File: config.mk
export PLATFORM = sky130hd
export DESIGN_NAME = regfile_flat
export DESIGN_NICKNAME = d
export VERILOG_FILES = /design/src/rtl/regfile_pkg.sv /design/src/rtl/regfile_if.sv /design/src/rtl/regfile_rdport.sv /design/src/rtl/regfile.sv /design/src/flat_wrapper.sv
export SDC_FILE = /design/constraint.sdc
export NUM_CORES = 1
export LEC_CHECK = 0
export BUFFER_PORTS_ARGS = -buffer_cell sky130_fd_sc_hd__clkbuf_2
export CELL_PAD_IN_SITES_DETAIL_PLACEMENT = 0
export CELL_PAD_IN_SITES_GLOBAL_PLACEMENT = 1
export CORE_MARGIN = 2
export CORE_UTILIZATION = 40
export DETAILED_ROUTE_END_ITERATION = 12
export HOLD_SLACK_MARGIN = 0.15
export PLACE_DENSITY_LB_ADDON = 0.1
export REMOVE_ABC_BUFFERS = 1
export SETUP_SLACK_MARGIN = 0.4
export SKIP_LAST_GASP = 1
export SYNTH_ARGS = -nofsm -noshare
export SYNTH_HDL_FRONTEND = slang
export SYNTH_SLANG_ARGS = --single-unit
File: constraint.sdc
create_clock -name clk -period 1.3 [get_ports clk]
set_input_delay 0.13 -clock clk [delete_from_list [all_inputs] [get_ports clk]]
set_output_delay 0.13 -clock clk [all_outputs]
set_load 0.1 [all_outputs]
File: src/rtl/regfile_pkg.sv
// Shared widths, select codes and control levels for the register file.
package regfile_pkg;
  localparam int RegBus     = 16;
  localparam int RegAddrBus = 3;
  localparam int SREG_N     = 4;

  localparam logic RstEnable = 1'b1;
  localparam logic Enable    = 1'b1;
  localparam logic Disable   = 1'b0;
  localparam logic [RegBus-1:0] ZeroWord = '0;

  typedef enum logic [1:0] {
    SREG_SP = 2'd0,
    SREG_IH = 2'd1,
    SREG_T  = 2'd2,
    SREG_RA = 2'd3
  } sreg_e;

  typedef struct packed {
    logic                  re;
    logic [RegAddrBus-1:0] addr;
  } rd_req_t;
endpackage

File: src/rtl/regfile_if.sv
// Write-back, decode-read and special-register bus of the register file.
interface regfile_if #(
  parameter int DATA_W = 16,
  parameter int AW     = 3
);
  logic              we;
  logic [AW-1:0]     waddr;
  logic [DATA_W-1:0] wdata;
  logic              re1;
  logic [AW-1:0]     raddr1;
  logic [DATA_W-1:0] rdata1;
  logic              re2;
  logic [AW-1:0]     raddr2;
  logic [DATA_W-1:0] rdata2;
  logic              swe;
  logic [1:0]        swsel;
  logic [DATA_W-1:0] swdata;
  logic [1:0]        srsel;
  logic [DATA_W-1:0] srdata;

  modport master (
    output we, waddr, wdata, re1, raddr1, re2, raddr2, swe, swsel, swdata, srsel,
    input  rdata1, rdata2, srdata
  );
  modport slave (
    input  we, waddr, wdata, re1, raddr1, re2, raddr2, swe, swsel, swdata, srsel,
    output rdata1, rdata2, srdata
  );
endinterface

File: src/rtl/regfile_rdport.sv
// One GPR read port: enable gate, write-to-read bypass, then array select.
module regfile_rdport
  import regfile_pkg::*;
#(
  parameter int DATA_W = RegBus,
  parameter int GPR_N  = 8
) (
  input  logic                           rst,
  input  rd_req_t                        req,
  input  logic                           we,
  input  logic [RegAddrBus-1:0]          waddr,
  input  logic [DATA_W-1:0]              wdata,
  input  logic [GPR_N-1:0][DATA_W-1:0]   gpr,
  output logic [DATA_W-1:0]              rdata
);
  always_comb begin
    rdata = '0;
    if (rst != RstEnable && req.re == Enable) begin
      if (we == Enable && waddr == req.addr) rdata = wdata;
      else                                   rdata = gpr[req.addr];
    end
  end
endmodule

File: src/rtl/regfile.sv
// Eight-entry GPR file with two bypassed read ports plus SP/IH/T/RA specials.
module regfile
  import regfile_pkg::*;
#(
  parameter int DATA_W = RegBus,
  parameter int GPR_N  = 8
) (
  input  logic     clk,
  input  logic     rst,
  regfile_if.slave bus
);
  localparam int NPORT = 2;

  logic [GPR_N-1:0][DATA_W-1:0]  gpr;
  logic [SREG_N-1:0][DATA_W-1:0] sreg;
  rd_req_t [NPORT-1:0]           req;
  logic [NPORT-1:0][DATA_W-1:0]  rdata;

  // GPR and special arrays are independent, so both writes may land together.
  always_ff @(posedge clk) begin
    if (rst == RstEnable) begin
      gpr  <= '0;
      sreg <= '0;
    end else begin
      if (bus.we == Enable)  gpr[bus.waddr]  <= bus.wdata;
      if (bus.swe == Enable) sreg[bus.swsel] <= bus.swdata;
    end
  end

  assign req[0] = '{re: bus.re1, addr: bus.raddr1};
  assign req[1] = '{re: bus.re2, addr: bus.raddr2};

  for (genvar p = 0; p < NPORT; p++) begin : g_rd
    regfile_rdport #(.DATA_W(DATA_W), .GPR_N(GPR_N)) u_rd (
      .rst   (rst),
      .req   (req[p]),
      .we    (bus.we),
      .waddr (bus.waddr),
      .wdata (bus.wdata),
      .gpr   (gpr),
      .rdata (rdata[p])
    );
  end

  assign bus.rdata1 = rdata[0];
  assign bus.rdata2 = rdata[1];

  always_comb begin
    bus.srdata = '0;
    if (rst != RstEnable) begin
      if (bus.swe == Enable && bus.swsel == bus.srsel) bus.srdata = bus.swdata;
      else                                             bus.srdata = sreg[bus.srsel];
    end
  end
endmodule

File: src/flat_wrapper.sv
// flat-port wrapper written by rule: the top's interface ports become plain ports
module regfile_flat import regfile_pkg::*;
#(
  parameter int DATA_W = RegBus,
  parameter int GPR_N  = 8
)
  (clk, rst, bus_we, bus_waddr, bus_wdata, bus_re1, bus_raddr1, bus_re2, bus_raddr2, bus_swe, bus_swsel, bus_swdata, bus_srsel, bus_rdata1, bus_rdata2, bus_srdata);
  regfile_if #(.DATA_W(DATA_W), .AW(3)) bus_i ();
  input  logic clk;
  input  logic rst;
  input wire logic [$bits(bus_i.we)-1:0] bus_we;
  input wire logic [$bits(bus_i.waddr)-1:0] bus_waddr;
  input wire logic [$bits(bus_i.wdata)-1:0] bus_wdata;
  input wire logic [$bits(bus_i.re1)-1:0] bus_re1;
  input wire logic [$bits(bus_i.raddr1)-1:0] bus_raddr1;
  input wire logic [$bits(bus_i.re2)-1:0] bus_re2;
  input wire logic [$bits(bus_i.raddr2)-1:0] bus_raddr2;
  input wire logic [$bits(bus_i.swe)-1:0] bus_swe;
  input wire logic [$bits(bus_i.swsel)-1:0] bus_swsel;
  input wire logic [$bits(bus_i.swdata)-1:0] bus_swdata;
  input wire logic [$bits(bus_i.srsel)-1:0] bus_srsel;
  output wire logic [$bits(bus_i.rdata1)-1:0] bus_rdata1;
  output wire logic [$bits(bus_i.rdata2)-1:0] bus_rdata2;
  output wire logic [$bits(bus_i.srdata)-1:0] bus_srdata;
  assign bus_i.we = bus_we;
  assign bus_i.waddr = bus_waddr;
  assign bus_i.wdata = bus_wdata;
  assign bus_i.re1 = bus_re1;
  assign bus_i.raddr1 = bus_raddr1;
  assign bus_i.re2 = bus_re2;
  assign bus_i.raddr2 = bus_raddr2;
  assign bus_i.swe = bus_swe;
  assign bus_i.swsel = bus_swsel;
  assign bus_i.swdata = bus_swdata;
  assign bus_i.srsel = bus_srsel;
  assign bus_rdata1 = bus_i.rdata1;
  assign bus_rdata2 = bus_i.rdata2;
  assign bus_srdata = bus_i.srdata;
  regfile #(.DATA_W(DATA_W), .GPR_N(GPR_N)) u_core (.clk(clk), .rst(rst), .bus(bus_i));
endmodule
# Yosys cells after proc, flatten, opt, wreduce, memory -nomap -nowiden
# Cells that the tools add are included.
# op_classes
n_reduce_logical	7
bitwise_logic	1
order_cmp	7
n_eq_ne	3
mux	18
# op_table
cell	count
16-bit 2-to-1 mux	11
128-bit bitwise mux	1
16-bit binary-select mux with 3-bit select	2
64-bit bitwise mux	1
16-bit demux with 3-bit select	1
16-bit binary-select mux with 2-bit select	1
16-bit demux with 2-bit select	1
3-bit by 4-bit less-than comparator with 1-bit output, second input constant	3
1-bit logical AND	7
3-bit equality test	2
2-bit by 3-bit less-than comparator with 1-bit output, second input constant	2
3-bit by 1-bit >= comparator with 1-bit output, second input constant	1
2-bit equality test	1
2-bit by 1-bit >= comparator with 1-bit output, second input constant	1
1-bit NOT	1
# totals
ff_bits	192
wordCells	48
inputBits	51

# Depth between registers and ports, before layout
# Gate-level depths: netlist (run 1).
# depth
ltp_word	5
depth_mapped	7

# By module
# Synthesis (run 1) repeated with hierarchy kept, for this count alone.
# unflattened
hier_cells	1226
area_unflattened_um2	10383.7
# modules_own_cells
module	seq_area_each_um2	instances	area_each_um2	cells_per_inst
regfile	3843.7	1	7866.3	956
regfile_rdport	0.0	2	1258.7	135

# Worst setup path after synthesis (run 1)
# No wires, ideal clock.
# synth_path
path_kind	input-to-output
startpoint	input bus_waddr[0]
endpoint	output bus_rdata1[10]
arrival_ns	3.065
setup_slack_ns	-1.895
path_stages	7
required_ns	1.170
path_cell_list	buf_4 > xnor2_1 > and4_1 > buf_2 > buf_4 > a211oi_1 > nor3_1
# synth_via
elab_chain_cells	4
# synth_rtl
element	line	source
start, declared	flat_wrapper.sv:12	input wire logic [$bits(bus_i.waddr)-1:0] bus_waddr;
3-bit equality test	regfile_rdport.sv:19	if (we == Enable && waddr == req.addr) rdata = wdata;
1-bit logical AND	regfile_rdport.sv:19	
16-bit 2-to-1 mux	regfile_rdport.sv:19	
16-bit 2-to-1 mux	regfile_rdport.sv:18	if (rst != RstEnable && req.re == Enable) begin
end, declared	flat_wrapper.sv:22	output wire logic [$bits(bus_i.rdata1)-1:0] bus_rdata1;
# No other way between the ends.

# Worst setup path in the final report (run 1)
# layout_path
startpoint	register u_core.gpr[119] (netlist name)
endpoint	output bus_rdata1[7]
# layout_via
elab_chain_cells	4
# layout_rtl
element	line	source
start, declared	regfile.sv:14	logic [GPR_N-1:0][DATA_W-1:0] gpr;
start signal, assigned by index	regfile.sv:25	if (bus.we == Enable) gpr[bus.waddr] <= bus.wdata;
16-bit binary-select mux with 3-bit select	regfile_rdport.sv:20	else rdata = gpr[req.addr];
16-bit 2-to-1 mux (not written as such)	regfile_rdport.sv:20	
16-bit 2-to-1 mux	regfile_rdport.sv:19	
16-bit 2-to-1 mux	regfile_rdport.sv:18	
# No other way between the ends. The select of a mux whose other input is x is not followed.

==> flow_summary.ini, run 1 <==
[detailed_routing]
via_count = 9520
ant_nets = 0
vias_per_cell = 5.43
wire_per_inst_um = 19.4
drc_errors = 0
drt_iter0_drc = 635
drtPass1Iterations = 5
wl_mm = 34.0

[synthesis]
avgSynthCellArea_um2 = 8.13
synth_area_um2 = 9920
synthTopCellsByArea = dfxtp_1 39%, nand2_1 16%, a21oi_1 10%
synth_top_cell_by_area = dfxtp_1
ys_ff_latch = 192
ys_seq_area_share_pct = 38.7
ys.flop_type = dfxtp_1
synth_top_area_share_pct = 38.7
yosysMostFrequentCell = nand2_1
async_flop_share_pct = 0
synth_cells = 1221
synth_edf_count = 0
ys_warn_count = 0
synth_cell_type_count = 38
yosys-top-cells-count = 421 x nand2_1, 208 x a21oi_1, 192 x dfxtp_1

[final_layout]
layout.nets = 1466
seq_area_um2 = 3900
fillers = 2214
n_antenna_cell = 0
multi_input_area_um2 = 5820
area_delta_synth_final_pct = 40.6
drive_gt1_share_pct = 33.1
design_area_um2 = 14000

[critical_path]
path_cells = mux4_2, a211oi_2, nor3_1, buf_4, buf_12
startpoint = u_core.gpr[119]
crit_arrival_ns = 1.85
cp.required_ns = 1.17
crit-reg2reg-launch = u_core.gpr[106]
ff2ff_setup_slack_ns = 0.59
crit_slowest_cell = mux4_2
start_kind = flop
endpoint_kind = primary output
crit_type = flop to primary output
worst-path-max-fanout = 3
critPathMaxStageDelay_ns = 0.52
cp_top_family = multiplexers
crit_buf_inv = 2

[timing]
drv_slew = 0
hold_slack_ns = 0.192
layout_min_cycle_time_ns = 1.98
setup-violations-final = 48
hold_viol_final = 0
finClkSkew_ns = 0
fmaxAchievable_mhz = 504
timing.slew.headroom_pct = 53.5
period_share_pct = 153
timing.final.ws_setup_ns = -0.685
worst_slew_pin_slew_ns = 0.697
grt_setup_unrepaired = true

[global_route]
grt_usage_pct = 26.0
antenna_found_initial = 0
grt.overflow.total = 0
grt_pass1_wl_mm = 53.0
grt_pass1_vias = 9401
grt_max_degree = 63

[power]
p_leak_nw = 5.15
powerDensity_nw_per_um2 = 1000
ir_worst_vdd_mv = 0.820

[floorplanning]
start_util_pct = 40.8
die_area_um2 = 26100
die_w_um = 162
io_pins = 99
coreArea_um2 = 24300
rows = 57
die_h_um = 162

[cts]
cts_root_buf = clkbuf_16
ctsHtreeMaxLevel = 4
path_clk_slew_ns = 0.07
clock_latency_ns = 0.44
cts_tree = yes
clock_path_buffers = 2
cts_buffers = 17
clkSinkCount = 192

[run_status]
status = finished, violations left
violations = setup timing

[hold_path]
hp-class = primary input to flop
hp-start = rst

[placed_design]
dp_hpwl_mm = 23.5
routabilityCongestion = 0.836
placed_area_um2 = 12500
dp_slack_ns = -0.585
port_buffers = 98

[run]
cap_violations = 0
[cell families (layout without fill, tap and decap cells)]
kind of cell              count (synthesis)  count (layout)  share of synthesized area [%]
AOI/OAI and AO/OA                       270             270                           14.8
xor gates and xnor gates                  8               8                          0.706
DFF                                     192             192                           38.7
buffers and inverters                   115             322                           5.85
muxes                                   112             112                           18.4
and+or+nand+nor                         524             524                           21.6
[final cells by class]
cell class | count | area share [%]
clock buffers | 19 | 3.17
flip-flops and latches | 192 | 27.9
repair buffers | 290 | 23.3
multi-input cells | 914 | 41.7
well taps | 324 | 2.90
clock inverters | 13 | 0.977
[cell usage in the layout (no fill, tap or decap), types with 6 or more instances in the layout]
| cell | synthesis | layout |
|---|---|---|
| a211oi_2 | 0 | 31 |
| a21oi_1 | 208 | 191 |
| a21oi_2 | 0 | 12 |
| buf_12 | 2 | 79 |
| buf_4 | 13 | 114 |
| buf_6 | 2 | 7 |
| clkbuf_16 | 0 | 21 |
| clkbuf_2 | 3 | 47 |
| dfxtp_1 | 192 | 146 |
| dfxtp_2 | 0 | 46 |
| dlygate4sd3_1 | 0 | 30 |
| dlymetal6s4s_1 | 0 | 7 |
| mux2i_1 | 62 | 61 |
| mux4_2 | 30 | 49 |
| nand2_1 | 421 | 403 |
| nand2_2 | 1 | 17 |
| nor2_1 | 34 | 34 |
| nor3_1 | 30 | 24 |
| nor3_2 | 1 | 6 |
| o22ai_1 | 30 | 29 |
| xnor2_1 | 8 | 8 |
[power breakdown]
| group | internal [mW] | switching, mW | total, mW |
|---|---|---|---|
| combinational | 1.05 | 1.47 | 2.52 |
| clock | 2.78 | 2.57 | 5.34 |
| sequential | 6.03 | 0.0963 | 6.13 |
[metrics by stage]
stage | setup TNS, ns | cells | power [mW] | utilization [%]
finish | -26.25 | 1752 | 14.0 | 57.4
floorplan | -73.11 | 1106 | 7.20 | -
detailed placement | -20.52 | 1675 | 8.52 | 51.2
CTS | -26.94 | 1744 | 14.0 | 56.4
global placement | -20.14 | 1675 | 8.51 | 51.2
global route | -29.19 | 1752 | 14.5 | 57.4
[sequential cells by signal, indices dropped and copies added (netlist names)]
register,cells
u_core.gpr,128
u_core.sreg,64
[final timing paths]
kind                     end  cells after the start
max reg2reg  u_core.gpr[106]                      3
max            bus_rdata1[7]                      5
min reg2reg  u_core.sreg[62]                      2
min          u_core.gpr[115]                      3
[routing by layer]
metal / vias up / global-route usage, % / wire, µm
met5: - / 0 / 0
met4: 0 / 6.82 / 548
met3: 39 / 4.42 / 1660
met2: 255 / 45.1 / 17000
met1: 4630 / 33.6 / 14800
li1: 4596 / - / -
[repair_timing]
item | in CTS | in global routing
gates resized for setup | 138 | 33
hold buffers | 37 | 0
gates cloned | 0 | 4
hold endpoints to repair | 164 | 0
setup buffers | 0 | 4
endpoints found under the setup margin | 52 | 136
pin swaps | 87 | 2
[worst register-to-register path, stage by stage (launching register included)]
cell and delay [ns]:
dfxtp_1 0.36, buf_4 0.11, nand2_1 0.04, a21oi_1 0.13
(Power assumes the default switching activity.)
==> inputs of run 2 (changes only) <==
Settings changed: CORE_UTILIZATION 40 to 42, CTS_BUF_LIST set to sky130_fd_sc_hd__clkbuf_4 sky130_fd_sc_hd__clkbuf_8.
==> flow_summary.ini, run 2 (synthesis gave the netlist of run 1 again) <==
[critical_path]
crit_buf_inv = 2
start_kind = flop
endpoint_kind = primary output
cp_top_family = multiplexers
cp.required_ns = 1.17
ff2ff_setup_slack_ns = 0.59
critPathMaxStageDelay_ns = 0.50
crit_type = flop to primary output
path_cells = mux4_2, a211oi_2, nor3_1, buf_4, buf_12
timing.rr.end = u_core.gpr[57]
crit_arrival_ns = 1.92
worst-path-max-fanout = 3
crit-reg2reg-launch = u_core.gpr[57]
reg2reg_depth = 3
crit_slowest_cell = mux4_2

[timing]
finClkSkew_ns = 0
hold_viol_final = 0
fmaxAchievable_mhz = 489
timing.final.ws_setup_ns = -0.747
drv_slew = 0
timing.slew.headroom_pct = 72.3
period_share_pct = 157
setup-violations-final = 48
layout_min_cycle_time_ns = 2.05
grt_setup_unrepaired = true
worst_slew_pin_slew_ns = 0.415

[detailed_routing]
via_count = 9372
vias_per_cell = 5.42
drc_errors = 0
wl_mm = 32.4
ant_nets = 0
drtPass1Iterations = 5
drt_iter0_drc = 599
wire_per_inst_um = 18.7

[final_layout]
final_common_cell = nand2_1
reg.largest.list = u_core.gpr x128, u_core.sreg x64
area_delta_synth_final_pct = 35.1
fillers = 2137
mostFrequentLayoutCells = 406 x nand2_1, 192 x a21oi_1, 139 x dfxtp_1
design_area_um2 = 13400
layout.nets = 1449
multi_input_area_um2 = 5760
n_antenna_cell = 0
largest_reg_flops = 128
drive_gt1_share_pct = 33.1
registers.top_by_ff_count = u_core.gpr
seq_area_um2 = 3910

[run_status]
violations = setup timing
status = finished, violations left

[power]
ir_worst_vdd_mv = 0.802
powerDensity_nw_per_um2 = 966
p_leak_nw = 4.93
finalPower_mw = 13.0

[floorplanning]
die_w_um = 158
start_util_pct = 42.5
die_h_um = 158
coreArea_um2 = 23300
rows = 56
io_pins = 99
die_area_um2 = 24900

[hold_path]
hold_depth = 3
hp-class = primary input to flop
whs_endpoint = u_core.sreg[39]
hp-start = rst

[cts]
path_clk_slew_ns = 0.11
clock_path_buffers = 2
post-cts-setup-buffer-count = 0
ctsHtreeMaxLevel = 4
cts_tree = yes
clkSinkCount = 192
postCtsHoldBufs = 32
cts_root_buf = clkbuf_8
cts_buffers = 17
clock_latency_ns = 0.47

[global_route]
grt_pass1_vias = 9088
grt.overflow.total = 0
grt_max_degree = 42
grt_pass1_wl_mm = 51.4
grt_usage_pct = 26.8
antenna_found_initial = 0

[run]
cap_violations = 0

[placed_design]
placed_area_um2 = 12300
dp_hpwl_mm = 22.6
routabilityCongestion = 0.855
port_buffers = 98
-- run 2: cell types whose count changed in the layout (fill, tap and decap cells not counted), sizes merged --
cell	change
buf	-10
bufinv	+2
clkbuf	-3
clkinv	+1
dlygate4sd3	-11
dlymetal6s4s	+6
inv	-3
-- run 2: through the flow --
stage | hold slack [ns] | util (%) | worst slack (ns) | std cells | setup TNS (ns)
floorplan | 0.199 | - | -1.94 | 1106 | -73.11
global placement | 0.422 | 52.6 | -0.613 | 1666 | -21.85
detailed placement | 0.420 | 52.6 | -0.601 | 1666 | -22.18
CTS | 0.129 | 57.1 | -0.761 | 1729 | -30.09
global route | 0.121 | 57.5 | -0.819 | 1729 | -32.60
finish | 0.146 | 57.5 | -0.747 | 1729 | -29.05
-- run 2: worst max-delay path by stage --
stage                           to       startpoint  cells past startpoint  slack [ns]
floorplan           bus_rdata1[14]     bus_waddr[0]                      3       -1.94
global placement     bus_rdata1[3]    bus_raddr1[1]                      8       -0.61
detailed placement   bus_rdata1[3]    bus_raddr1[1]                      8       -0.60
CTS                 bus_rdata1[12]  u_core.gpr[124]                      5       -0.76
global route        bus_rdata2[15]  u_core.gpr[127]                      5       -0.82
finish               bus_rdata1[8]  u_core.gpr[120]                      5       -0.75
-- run 2: cell type report --
| class | instances | area share, % |
|---|---|---|
| flip-flops and latches | 192 | 29.2 |
| clock inverters | 13 | 1.43 |
| clock buffers | 18 | 1.85 |
| multi-input cells | 914 | 43.0 |
| repair buffers | 273 | 21.6 |
| well taps | 319 | 2.98 |
-- run 2: worst reg2reg max path: stages (launching register included) --
cell	delay, ns
dfxtp_1	0.38
buf_4	0.12
nand2_1	0.04
a21oi_1	0.12
-- run 2: power by group --
group          switching [mW]  internal [mW]
clock                    2.39           2.02
sequential             0.0946           6.03
combinational            1.43          0.980
total                    3.91           9.04
-- run 2: timing repair --
item                                    in CTS  in global routing
hold endpoints to repair                   191                  9
cloned                                       0                  0
pin swaps                                   85                  4
resized for setup                          129                 36
endpoints found under the setup margin      48                123
-- run 2: per-layer routing --
metal,GRT usage [%],part of all wire (%),vias up
met4,5.67,0.95,0
met2,44.2,48,275
met1,37.1,45,4522
li1,-,-,4550
met5,0,0,-
met3,4.43,5.8,25
